$ cat src/rtl/grant_dec.sv
// Client side of a fixed-priority 4:1 arbiter: holds pending requests, turns the
// encoder's grant index back into a one-hot ack, and tracks per-client wait/starvation.

module grant_dec_cell #(
  parameter int WAIT_MAX  = 15,
  parameter int STARVE_TH = 8
) (
  input  logic clk,
  input  logic rst,
  input  logic set,
  input  logic hit,
  output logic req,
  output logic ack,
  output logic starve
);
  localparam int WW = $clog2(WAIT_MAX + 1);

  logic [WW-1:0] cnt, cnt_nxt;

  // hit implies req was pending; a fresh set on the same edge keeps it pending
  always_comb begin
    cnt_nxt = '0;
    if (!hit && req)
      cnt_nxt = (cnt == WW'(WAIT_MAX)) ? cnt : cnt + 1'b1;
  end

  always_ff @(posedge clk) begin
    if (rst) begin
      req    <= 1'b0;
      ack    <= 1'b0;
      cnt    <= '0;
      starve <= 1'b0;
    end else begin
      req    <= set | (req & ~hit);
      ack    <= hit;
      cnt    <= cnt_nxt;
      starve <= (cnt_nxt >= WW'(STARVE_TH));
    end
  end
endmodule

module grant_dec #(
  parameter int N         = 4,
  parameter int IDX_W     = 2,
  parameter int WAIT_MAX  = 15,
  parameter int STARVE_TH = 8
) (
  input  logic             clk,
  input  logic             rst,
  input  logic [N-1:0]     set_req,
  output logic [N-1:0]     req,
  input  logic [IDX_W-1:0] grant,
  input  logic             valid,
  output logic [N-1:0]     ack,
  output logic [N-1:0]     starve,
  output logic             err,
  output logic             busy
);
  localparam logic [IDX_W:0] NV = N[IDX_W:0];

  logic          grant_ok, accept, proto_err;
  logic [N-1:0]  hit;

  assign grant_ok = ({1'b0, grant} < NV);
  assign accept   = valid && grant_ok && req[grant];

  // grant to an idle client, valid with nothing pending, or a silent encoder
  assign proto_err = (valid && (!grant_ok || !req[grant] || req == '0)) ||
                     (!valid && req != '0);

  for (genvar i = 0; i < N; i++) begin : g_hit
    assign hit[i] = accept && (grant == IDX_W'(i));
  end

  grant_dec_cell #(
    .WAIT_MAX (WAIT_MAX),
    .STARVE_TH(STARVE_TH)
  ) u_cell [N-1:0] (
    .clk   (clk),
    .rst   (rst),
    .set   (set_req),
    .hit   (hit),
    .req   (req),
    .ack   (ack),
    .starve(starve)
  );

  always_ff @(posedge clk) begin
    if (rst) err <= 1'b0;
    else     err <= err | proto_err;
  end

  assign busy = |req;
endmodule

$ cat config.mk
export PLATFORM = sky130hd
export DESIGN_NAME = grant_dec
export DESIGN_NICKNAME = d
export VERILOG_FILES = /design/src/rtl/grant_dec.sv
export SDC_FILE = /design/constraint.sdc
export NUM_CORES = 1
export LEC_CHECK = 0
export ABC_AREA = 1
export CAP_MARGIN = 20
export CELL_PAD_IN_SITES_DETAIL_PLACEMENT = 1
export CELL_PAD_IN_SITES_GLOBAL_PLACEMENT = 1
export CORE_ASPECT_RATIO = 1.1
export CORE_MARGIN = 1
export CORE_UTILIZATION = 25
export DETAILED_ROUTE_END_ITERATION = 7
export DONT_BUFFER_PORTS = 1
export GPL_ROUTABILITY_DRIVEN = 0
export PLACE_DENSITY_LB_ADDON = 0.1
export SYNTH_ARGS = -nofsm -noshare
export SYNTH_HDL_FRONTEND = slang
export SYNTH_SLANG_ARGS = --single-unit
$ cat constraint.sdc
create_clock -name clk -period 1.24 [get_ports clk]
set_clock_uncertainty 0.1 [all_clocks]
set_input_delay 0.248 -clock clk [delete_from_list [all_inputs] [get_ports clk]]
set_output_delay 0.248 -clock clk [all_outputs]
set_load 0.01 [all_outputs]
## Yosys cells after proc, flatten, opt, wreduce, memory -nomap -nowiden

Index checks and enable logic that the tools add are counted.

| operators by class | value |
|---|---|
| bitwise operators | 13 |
| divide/modulo/power cells | 0 |
| add/subtract/negate cells | 4 |
| multiplexer cells | 10 |
| equal/unequal tests | 7 |
| reduce and logical (&&, ||, !) cells | 23 |
| order comparisons | 5 |
| shift operators | 0 |
| multipliers | 0 |

Operator list:

| kind | count |
|---|---|
| 4-bit two-way mux | 8 |
| 4-bit by 1-bit adder with 4-bit output (second input constant) | 4 |
| 4-bit == test (second input constant) | 4 |
| 4-bit >= comparator (second input constant) | 4 |
| 1-bit logical AND | 11 |
| 1-bit logical NOT | 6 |
| 1-bit OR | 5 |
| 1-bit bitwise AND | 4 |
| 2-bit == test (second input constant) | 2 |
| 4-bit logical NOT | 1 |
| 1-bit NOT | 4 |
| 4-bit nonzero test | 1 |
| 4-bit OR reduction | 1 |
| 2-bit by 3-bit less-than comparator with 1-bit output (second input constant) | 1 |
| 1-bit binary-select mux with 2-bit select | 1 |
| 2-bit by 1-bit == test with 1-bit output (second input constant) | 1 |
| 2-bit logical NOT | 1 |
| 1-bit logical OR | 2 |
| 1-bit two-way mux | 1 |

| storage, ports and cells | value |
|---|---|
| flip-flop bits (word level) | 29 |
| logic and storage cells | 79 |
| RAM bits | 0 |
| input port bits | 9 |
| bits in read-only memories | 0 |
| memories | 0 |
| latch bits | 0 |
| output and inout port bits | 14 |

## Logic depth before layout (Yosys ltp)

Gate-level depths: netlist of run 1.

| depth | value |
|---|---|
| depth in word-level cells | 8 |
| gate-level depth with buffers | 8 |
| depth with buffers taken out | 8 |

## Cells and area by module

A second synthesis of run 1 with hierarchy kept.

| second synthesis, totals | value |
|---|---|
| cells, all modules | 182 |
| area, all modules | 1282.5 µm² |

By module, submodules not included:

| module | instances | cells each | seq. area each (µm²) | area each (µm²) |
|---|---|---|---|---|
| grant_dec_cell | 4 | 38 | 140.1 | 277.8 |
| grant_dec | 1 | 30 | 20.0 | 171.4 |

## Least setup slack after synthesis of run 1

No wires, ideal clock.

| timing path | value |
|---|---|
| path kind | reg2reg |
| start point | reg u_cell[1].cnt[0] |
| end point | reg u_cell[1].cnt[2] |
| cell stages (with the launch flop) | 5 |
| buffers on the path | 0 |
| path slack | 0.104 ns |
| arrival | 0.918 ns |
| clock period less this slack | 1.136 ns |
| data required time | 1.021 ns |
| cell sequence | dfxtp_1 -> ha_1 -> or2_2 -> o21ai_0 -> nor2_2 |

| between the ends | value |
|---|---|
| longest elaborated chain between the ends | 3 |
| elaborated cells on any way between the ends | 4 |

Ends and longest elaborated chain:

| what | RTL line | source |
|---|---|---|
| start, declared | 18 | `logic [WW-1:0] cnt, cnt_nxt;` |
| start signal, assigned | 36 | `cnt <= cnt_nxt;` |
| 4-bit by 1-bit adder with 4-bit output or 4-bit == test (tied branches) | 24 | `cnt_nxt = (cnt == WW'(WAIT_MAX)) ? cnt : cnt + 1'b1;` |
| 4-bit two-way mux * | 24 |  |
| 4-bit two-way mux * | 23 | `if (!hit && req)` |

Mark *: on every way between the ends. The rest lies on a longest branch, timed or not.
A chain may end at the register's enable or synchronous reset.

## Worst setup path in the final report of run 1

| timing path | value |
|---|---|
| start point | reg u_cell[0].req |
| end point | out busy |

| between the ends | value |
|---|---|
| longest elaborated chain between the ends | 1 |

Ends and longest elaborated chain:

| what | RTL line | source |
|---|---|---|
| start, declared | 12 | `output logic req,` |
| start signal, assigned | 34 | `req <= set \| (req & ~hit);` |
| 4-bit OR reduction | 93 | `assign busy = \|req;` |
| end, declared | 57 | `output logic busy` |

Every way passes these cells.

==> metrics.cfg, run 1 <==
[placement]
dpl_cell_area_mm2=0.00130
place_ws_ns=0.00355
io_buffer_count=0
hpwl_um=2040

[sta]
fmax_mhz=768
grt_setup_unrepaired=true
hold_violations=0
period_needed_ns=1.30
max_slew_margin=0.629
fin_crit_sh=1.05
worst_slack_ns=-0.0620
setup_viol=1
slew_viol_final=0
worstMarginPinSlew_ns=0.557

[synthesis]
syn_avg_cell_area_um2=8.28
yosysWarnings=0
netlist_area_mm2=0.00127
synthFlopType=dfxtp_1
synth-seq-area-share=0.424
synthesis.instances=154
syn_nets=167
synth_seq_cells=27
synthArstFlopShare=0
synthDistinctLibCells=22
synth_edf_count=0

[clocking]
clockBufferDepth=2
numClockSinks=27
clkLatencyLatePin_ns=0.28
cts-root-buf=clkbuf_8
cts-buffers-inserted=3
cts_tree=built
clk_pin_slew_ns=0.10
h-tree-depth=1

[hold_path]
holdCritPathClass=in -> reg

[power_and_ir_drop]
p_per_area_mw_per_mm2=1090
finalPower_mw=1.66
peakVddDrop_mv=0.402
power_leakage_nw=0.649

[routing]
viasPerCell=4.59
dr.first_iter.drc_count=26
vias=987
ant_nets=0
wl_um=2820
wl_per_cell_um=13.1
drc=0
dr.pass1.iters=4

[final_layout]
num_antenna_cells=0
nets=173
syn_to_final_growth_pct=19.4
stdcell_area_mm2=0.00152
drive_above_1_share=0.358

[grt]
busiest_layer=met2
grtUsageMet2=0.181
grt_max_degree=16
grt_pass1_wl_um=4700
grt_use_met3=0.0302
grt_pass1_vias=984
antenna_found_initial=0
grt-ovfl-total=0
track_usage=0.110
gr-usage-met1=0.135

[floorplan]
rows=26
fp.coreArea_mm2=0.00478
initial_utilization=0.267
dieArea_mm2=0.00539
dieHeight_um=76.9
die_x_um=70.1
ios=23

[run]
cap_violations=0

[worst_setup_path]
cp.required_ns=0.89
end_kind=output pin
worstSetupPathType=reg -> out
arrival_ns=0.95
startpoint_type=flip-flop
cp_max_fo=3

[run_status]
violations=setup timing
status=complete, but fails checks

## report_power, final
group	internal (mW)	switching [mW]
combinational	0.0994	0.118
sequential	0.896	0.0302
clock	0.226	0.288
## cell families after synthesis
kind of cell | synth area share
AND/OR/NAND/NOR | 0.310
buffers and inverters | 0.119
flip-flops | 0.424
AO/OA/AOI/OAI | 0.0491
XOR/XNOR | 0.0275
multiplexers | 0.0314
adder cells (fa/ha/maj) | 0.0393
## flip-flops by register name, summed over array words and instances, names as in the netlist
| name | flops |
|---|---|
| err | 1 |
| u_cell.req | 4 |
| u_cell.ack | 4 |
| u_cell.starve | 2 |
| u_cell.cnt | 16 |
## per-stage QoR
stage          std cells   util  hold slack, ns  TNS [ns]
2_1_floorplan        154      -           0.259         0
6_report             215  0.318          0.0125   -0.0620
4_1_cts              213  0.297         0.00219    -0.172
3_5_place_dp         203  0.272           0.223         0
3_3_place_gp         203  0.272           0.224         0
5_1_grt              215  0.318          0.0103    -0.293
## worst max-delay path, cell delays in order (launching register included)
cell and delay (ns):
dfxtp_2 0.35, nor2_4 0.11, nand3_2 0.09, buf_6 0.13
## cells in the final DEF, fill, tap and decap left out, drive strengths merged
master and count:
a21oi 3, buf 10, clkbuf 3, clkinv 1, dfxtp 27, dlygate4sd3 4, dlymetal6s4s 1, ha 4
inv 14, mux2i 4, nand2 30, nand3 14, nor2 19, nor3 10, nor4 1, o21ai 8
or2 2, xnor2 4
## Yosys cell counts (3+ instances only)
cell	instances	share of area
dfxtp_1	27	0.42
a21oi_1	3	0.012
xnor2_1	4	0.027
nor2_1	11	0.032
nand2_4	3	0.026
nand3_1	12	0.047
nand2_1	25	0.074
nor3_1	10	0.039
buf_4	12	0.071
nor2_2	8	0.039
o21ai_0	6	0.024
inv_1	12	0.035
ha_1	4	0.039
mux2i_1	4	0.031
## layout make-up
class / instances / area [µm²]
clock buffer: 3 / 41.3
clock inverter: 1 / 5.00
fill: 570 / 3260
inverter: 14 / 52.6
multi-input combinational: 99 / 658
sequential: 27 / 557
tap: 56 / 70.1
timing repair buffer: 15 / 139
## metal layers
metal  wire (µm)  vias up
met3         132        4
met5           0        -
met4          33        0
met1        1270      467
li1            -      498
met2        1390       18
## worst paths after layout
check        depth (start not counted)  slack [ns]              from                to
max reg2reg                          4        0.02  u_cell[1].cnt[0]  u_cell[1].cnt[2]
max                                  3       -0.06     u_cell[0].req              busy
min                                  2        0.01             valid     u_cell[2].ack
min reg2reg                          2        0.45  u_cell[2].cnt[0]  u_cell[2].cnt[0]
## what timing repair did
item / 4_1_cts / 5_1_grt
endpoints found under the hold margin: 16 / 1
resized for setup: 8 / 27
setup endpoints to repair: 2 / 25
hold buffers: 4 / 1
pin swaps: 2 / 10
setup buffers: 2 / 1
(Power assumes the default switching activity.)
==> run 2: changes to the inputs <==
PLACE_DENSITY_LB_ADDON = 0.15   (was 0.1)
REMOVE_ABC_BUFFERS = 1   (was default)
SYNTH_HIERARCHICAL = 1   (was default)
==> run 2 against run 1 <==
  * The flow still finishes with violations (setup timing)
  * Critical endpoint is now u_cell[3]/cnt[2]
  * First-iteration DRC count fell by 27%
  * Synthesized cell count rose by 18%
  * Critical path type is now reg -> reg
  * Highest routed layer unchanged
  * Die area increased by 0.57%
  * Setup slack worse by 0.076 ns
==> metrics.cfg, run 2 <==
[clocking]
cts-root-buf=clkbuf_8
clkLatencyLatePin_ns=0.28  ; about the same
cts-buffers-inserted=5  ; +2
clockBufferDepth=2  ; unchanged
numClockSinks=29  ; +7.4%
clk_pin_slew_ns=0.07  ; -0.03 ns
h-tree-depth=2  ; +1
cts_tree=built

[sta]
period_needed_ns=1.38  ; +0.0761 ns
grt_setup_unrepaired=true
fin_tns_setup_ns=-1.99  ; -1.93 ns
worstMarginPinSlew_ns=0.427  ; -0.130 ns
fmax_mhz=726  ; -5.5%
setup_viol=20  ; +19
slew_viol_final=0  ; unchanged
worst_slack_ns=-0.138  ; -0.0761 ns
hold_violations=0  ; unchanged
fin_crit_sh=1.11  ; +0.0613
max_slew_margin=0.714  ; +0.0859

[routing]
dr.pass1.iters=4  ; unchanged
wl_per_cell_um=12.2  ; -6.8%
drc=0  ; unchanged
dr.first_iter.drc_count=19  ; -27%
wl_um=3330  ; +18%
ant_nets=0  ; unchanged
vias=1221  ; +24%
viasPerCell=4.49  ; -2.2%

[synthesis]
synthesis.instances=182  ; +18%
synth_edf_count=0  ; unchanged
yosysWarnings=6  ; +6
synthArstFlopShare=0  ; unchanged
netlist_area_mm2=0.00128  ; +0.59%
synthFlopType=dfxtp_1
syn_avg_cell_area_um2=7.05  ; -15%
synth_common_cells=nand2_1 (52), nor2_1 (34), dfxtp_1 (29), inv_1 (27)
yosysTopAreaCellShare=0.453  ; +0.0287
yosys.cell_count.top_type=nand2_1
synthDistinctLibCells=13  ; -41%
synth-seq-area-share=0.453  ; +0.0287
synth_top_cell_by_area=dfxtp_1
synth_seq_cells=29  ; +7.4%
synth_area_leaders=dfxtp_1 (45%), nand2_1 (15%), nor2_1 (10%), inv_1 (7.9%), nand3_2 (4.7%)

[final_layout]
layout_commonest_cell=nand2_1
largest_reg_flops=16  ; unchanged
final_cell_mix=nand2_1 (40), nor2_1 (29), dfxtp_1 (25)
num_antenna_cells=0  ; unchanged
drive_above_1_share=0.403  ; +0.0443
multi_input_area_um2=782  ; +19%
fillers=597  ; +4.7%
syn_to_final_growth_pct=46.5
seq_area_um2=586  ; +5.2%
nets=228  ; +32%
top_register=u_cell/cnt
final_cells=272  ; +27%

[grt]
grt_pass1_wl_um=5380  ; +14%
track_usage=0.129  ; +0.0193
grt_pass1_vias=1231  ; +25%
antenna_found_initial=0  ; unchanged
grt_max_degree=10  ; -6
grt-ovfl-total=0  ; unchanged

[worst_setup_path]
reg2reg_depth=10  ; +6
cp.required_ns=1.31  ; +0.42 ns
r2r_end=u_cell[3]/cnt[2]
reg2reg_from=u_cell[0]/req
worstSetupStartpoint=u_cell[0]/req
cp_max_fo=3  ; unchanged
arrival_ns=1.45  ; +0.50 ns
startpoint_type=flip-flop
worstSetupPathType=reg -> reg
endpoint=u_cell[3]/cnt[2]
end_kind=flip-flop
r2r_slack_ns=-0.14  ; -0.16 ns

[power_and_ir_drop]
p_per_area_mw_per_mm2=1090  ; +0.53%
peakVddDrop_mv=0.495  ; +23%
power_leakage_nw=0.836  ; +29%

[hold_path]
holdCritPathClass=in -> reg

[floorplan]
rows=26  ; unchanged
dieArea_mm2=0.00542  ; +0.57%
fp.coreArea_mm2=0.00478  ; unchanged
ios=23  ; unchanged
dieHeight_um=77.1  ; +0.29%
initial_utilization=0.268  ; +0.00157
die_x_um=70.3  ; +0.29%

[placement]
place_inst=253  ; +25%
io_buffer_count=0  ; unchanged
hpwl_um=2390  ; +17%
place_ws_ns=-0.220  ; -0.224 ns

[run_status]
violations=setup timing
status=complete, but fails checks

[run]
cap_violations=0  ; unchanged

-- run 2: cell types whose count changed in the layout (fill, tap and decap cells not counted), sizes merged, moves of 2 or more --
| cell | delta |
|---|---|
| nor2 | +15 |
| nand2 | +27 |
| mux2i | -4 |
| buf | +11 |
| clkbuf | +3 |
| dfxtp | +2 |
| a21oi | +5 |
| nand4 | +2 |
| nor3 | -4 |
| xnor2 | -4 |
| or2 | -2 |
| o21ai | -8 |
| inv | +14 |
-- run 2: power by group --
part | total [mW] | internal (mW) | switching, mW | leakage [nW]
Combinational | 0.313 | 0.150 | 0.164 | 0.554
Clock | 0.744 | 0.388 | 0.356 | 0.0450
Sequential | 0.999 | 0.967 | 0.0322 | 0.237
Total | 2.06 | 1.50 | 0.552 | 0.836
-- run 2: what timing repair did --
action,CTS,global route
pin swaps,3,11
resized for setup,24,42
endpoints found under the hold margin,8,0
hold buffers,5,0
setup endpoints to repair,27,30
buffers inserted,2,4
-- run 2: how the worst min path moves through the flow --
stage,slack (ns),start,to,cells after the start
5_1_grt,0.02,rst,err,3
4_1_cts,0.004,rst,err,3
3_5_place_dp,0.22,rst,u_cell[1]/ack,1
6_report,0.01,rst,err,3
2_1_floorplan,0.22,rst,u_cell[0]/ack,1
3_3_place_gp,0.22,rst,u_cell[0]/ack,1
-- run 2: kinds of logic (layout without fill, tap and decap cells) --
group / Yosys count / in the layout / share of synthesized area
buf+inv: 28 / 62 / 0.0820
flops: 29 / 29 / 0.453
simple gates: 113 / 113 / 0.395
compound gates: 8 / 8 / 0.0312
fa+ha+maj: 4 / 4 / 0.0390
-- run 2: layout make-up --
| cell class | count | area share |
|---|---|---|
| multi-input combinational | 125 | 0.416 |
| clock inverter | 2 | 0.00533 |
| clock buffer | 6 | 0.0386 |
| inverter | 28 | 0.0559 |
| tap | 56 | 0.0373 |
| sequential | 29 | 0.312 |
| timing repair buffer | 26 | 0.135 |
-- run 2: routing by layer --
layer	part of all wire	routed length [µm]	global-route usage
met5	0	0	0
met4	0.019	62	0.0660
met3	0.062	207	0.0565
met2	0.51	1700	0.213
met1	0.41	1360	0.138
-- run 2: critical path: stages, from the launching register on --
cell     delay (ns)
dfxtp_2        0.35
nand2_2        0.05
nand2_2        0.07
nand2_2        0.07
nand2_4        0.09
nand2_4        0.07
nor3_4         0.18
inv_2          0.07
nand3_4        0.07
buf_6          0.11
nor3_2         0.03
-- run 2: per-stage QoR --
stage          hold slack (ns)  power (mW)  area [µm²]   util
2_1_floorplan            0.220        1.13        1280      -
3_3_place_gp             0.220        1.20        1470  0.306
3_5_place_dp             0.224        1.21        1470  0.306
4_1_cts                0.00432        2.02        1690  0.353
5_1_grt                 0.0156        2.17        1880  0.393
6_report                0.0132        2.06        1880  0.393
==> run 3: changes to the inputs <==
--- a/config.mk
+++ b/config.mk
@@ -11,5 +11,5 @@
 export CELL_PAD_IN_SITES_GLOBAL_PLACEMENT = 1
 export CORE_ASPECT_RATIO = 1.1
-export CORE_MARGIN = 1
+export CORE_MARGIN = 4
 export CORE_UTILIZATION = 25
 export DETAILED_ROUTE_END_ITERATION = 7
==> constraint.sdc (replaced) <==
create_clock -name clk -period 1.24 [get_ports clk]
set_clock_uncertainty 0.1 [all_clocks]
set_input_delay 0.124 -clock clk [delete_from_list [all_inputs] [get_ports clk]]
set_output_delay 0.124 -clock clk [all_outputs]
set_load 0.01 [all_outputs]
==> run 3 against run 2 <==
  * Largest power group unchanged
  * The run still ends with setup timing left
  * Sequential power is essentially flat
  * Die area grew 17%
  * Routed wire length grew 1.0%
  * Utilization shrank 3.8 points
  * Highest routed layer unchanged
  * Clock power grew 1%
  * Sequential share of layout area grew 1.9 points
  * Maximum frequency grew 3.0%
  * Critical path depth shrank 6
  * Worst hold slack gained 0.00085 ns
==> metrics.cfg, run 3 (synthesis results as in run 2) <==
[sta]
worst_slack_ns=-0.0985  ; +0.0395 ns
period_needed_ns=1.34  ; -0.0395 ns
fmax_mhz=747  ; +3.0%
max_slew_margin=0.696  ; -0.0188
hold_violations=0  ; unchanged
setup_viol=10  ; -50%
fin_crit_sh=1.08  ; -0.0319
grt_setup_unrepaired=true
worstMarginPinSlew_ns=0.457  ; +0.0296 ns
hold-worst-slack_ns=0.0141  ; +0.000847 ns
fin_tns_setup_ns=-0.516  ; +1.47 ns
slew_viol_final=0  ; unchanged

[floorplan]
dieArea_mm2=0.00634  ; +17%
ios=23  ; unchanged
initial_utilization=0.257  ; -0.0117
dieHeight_um=83.1  ; +7.8%
die_x_um=76.3  ; +8.5%
fp.coreArea_mm2=0.00500  ; +4.6%
rows=27  ; +3.8%

[hold_path]
holdCritPathClass=in -> reg
hold_path_depth=4  ; +1

[worst_setup_path]
crit_slowest_cell=dfxtp_2
cp.required_ns=1.02  ; -0.29 ns
critical_path.cell_chain=buf_4 > nor2_2 > nand2_1 > buf_4
cp_max_fo=3  ; unchanged
critPathTopFamily=flip-flops
cpPeakStageDelay_ns=0.32  ; -0.03 ns
arrival_ns=1.11  ; -0.34 ns
cp_num_buf_inv=2  ; unchanged
startpoint_type=flip-flop
worstSetupPathType=reg -> out
end_kind=output pin
path_common_cell=buf_4
reg2reg_depth=11  ; +1
crit_cells=4  ; -6

[clocking]
cts-root-buf=clkbuf_8
cts_tree=built
cts-buffers-inserted=5  ; unchanged
numClockSinks=29  ; unchanged
clk_pin_slew_ns=0.07  ; about the same
clockBufferDepth=2  ; unchanged
clkLatencyLatePin_ns=0.28  ; about the same
h-tree-depth=2  ; unchanged

[final_layout]
syn_to_final_growth_pct=38.2
drive_above_1_share=0.352  ; -0.0504
num_antenna_cells=0  ; unchanged
largest_reg_flops=16  ; unchanged
final_cell_mix=nand2_1 (44), nor2_1 (31), dfxtp_1 (25)
fillers=609  ; +2.0%
nets=222  ; -2.6%
layout_commonest_cell=nand2_1
top_register=u_cell/cnt

[routing]
dr.pass1.iters=4  ; unchanged
drc=0  ; unchanged
wl_per_cell_um=12.5  ; +2.5%
wl_um=3360  ; +1.0%
dr.first_iter.drc_count=22  ; +3
ant_nets=0  ; unchanged
viasPerCell=4.49  ; about the same
vias=1202  ; -1.6%

[grt]
grt_pass1_vias=1357  ; +10%
antenna_found_initial=0  ; unchanged
grt-ovfl-total=0  ; unchanged
grt_max_degree=10  ; unchanged
grt_pass1_wl_um=6020  ; +12%
track_usage=0.119  ; -0.0104

[run_status]
violations=setup timing
status=complete, but fails checks

[run]
cap_violations=0  ; unchanged

[placement]
hpwl_um=2470  ; +3.7%
io_buffer_count=0  ; unchanged

[power_and_ir_drop]
peakVddDrop_mv=0.395  ; -20%
p_per_area_mw_per_mm2=1140  ; +4.2%
power_leakage_nw=0.798  ; -4.5%

run 3: changes by cell type in the layout (fill, tap and decap cells not counted), sizes merged:
cell / previous run / this run
buf: 21 / 14
dlymetal6s4s: 0 / 1
run 3: where the power goes:
| group | internal (mW) | switching (mW) | leakage (nW) |
|---|---|---|---|
| combinational | 0.113 | 0.155 | 0.516 |
| clock | 0.388 | 0.367 | 0.0450 |
| sequential | 0.967 | 0.0313 | 0.237 |
| total | 1.47 | 0.553 | 0.798 |
run 3: cell type report:
cell class	count	area, µm²	share of cell area
tap	58	72.6	0.0409
clock buffer	6	72.6	0.0409
clock inverter	2	10.0	0.00565
inverter	28	105	0.0593
sequential	29	586	0.330
timing repair buffer	20	175	0.0988
multi-input combinational	125	752	0.424
run 3: final timing paths:
path              slack [ns]             start                to
setup reg to reg       -0.07     u_cell[3]/req  u_cell[2]/cnt[1]
setup / recovery        -0.1     u_cell[2]/req              busy
hold / removal          0.01          grant[0]     u_cell[2]/ack
hold reg to reg         0.42  u_cell[1]/cnt[1]  u_cell[1]/cnt[1]
run 3: metal layers:
metal / vias to the layer above / routed length [µm] / track usage
met1: 567 / 1190 / 0.113
li1: 612 / - / -
met4: 0 / 59 / 0.0494
met2: 18 / 1910 / 0.224
met3: 5 / 196 / 0.0456
met5: - / 0 / 0
run 3: what timing repair did:
| action | CTS | global route |
|---|---|---|
| pin swaps | 3 | 9 |
| setup endpoints to repair | 26 | 30 |
| resized for setup | 30 | 22 |
| hold endpoints to repair | 21 | 0 |
| hold buffers | 6 | 0 |
| buffers inserted | 1 | 2 |
run 3: metrics by stage:
stage	util	instance area (µm²)	std cells	worst slack, ns	power, mW
2_1_floorplan	-	1280	182	-0.112	1.13
3_3_place_gp	0.289	1450	252	-0.159	1.19
3_5_place_dp	0.289	1450	252	-0.198	1.20
4_1_cts	0.338	1690	267	-0.108	2.03
5_1_grt	0.355	1770	268	-0.177	2.14
6_report	0.355	1770	268	-0.0985	2.02
run 3: worst reg2reg max path: stages (launching register included):
cell     delay, ns
dfxtp_2       0.34
nand2_2       0.06
nand2_2       0.08
nand2_4       0.06
nand2_4       0.08
nand2_4       0.06
nor3_2        0.12
inv_2         0.08
nand3_4       0.09
inv_2         0.05
nand2_1       0.06
nor2_1        0.04
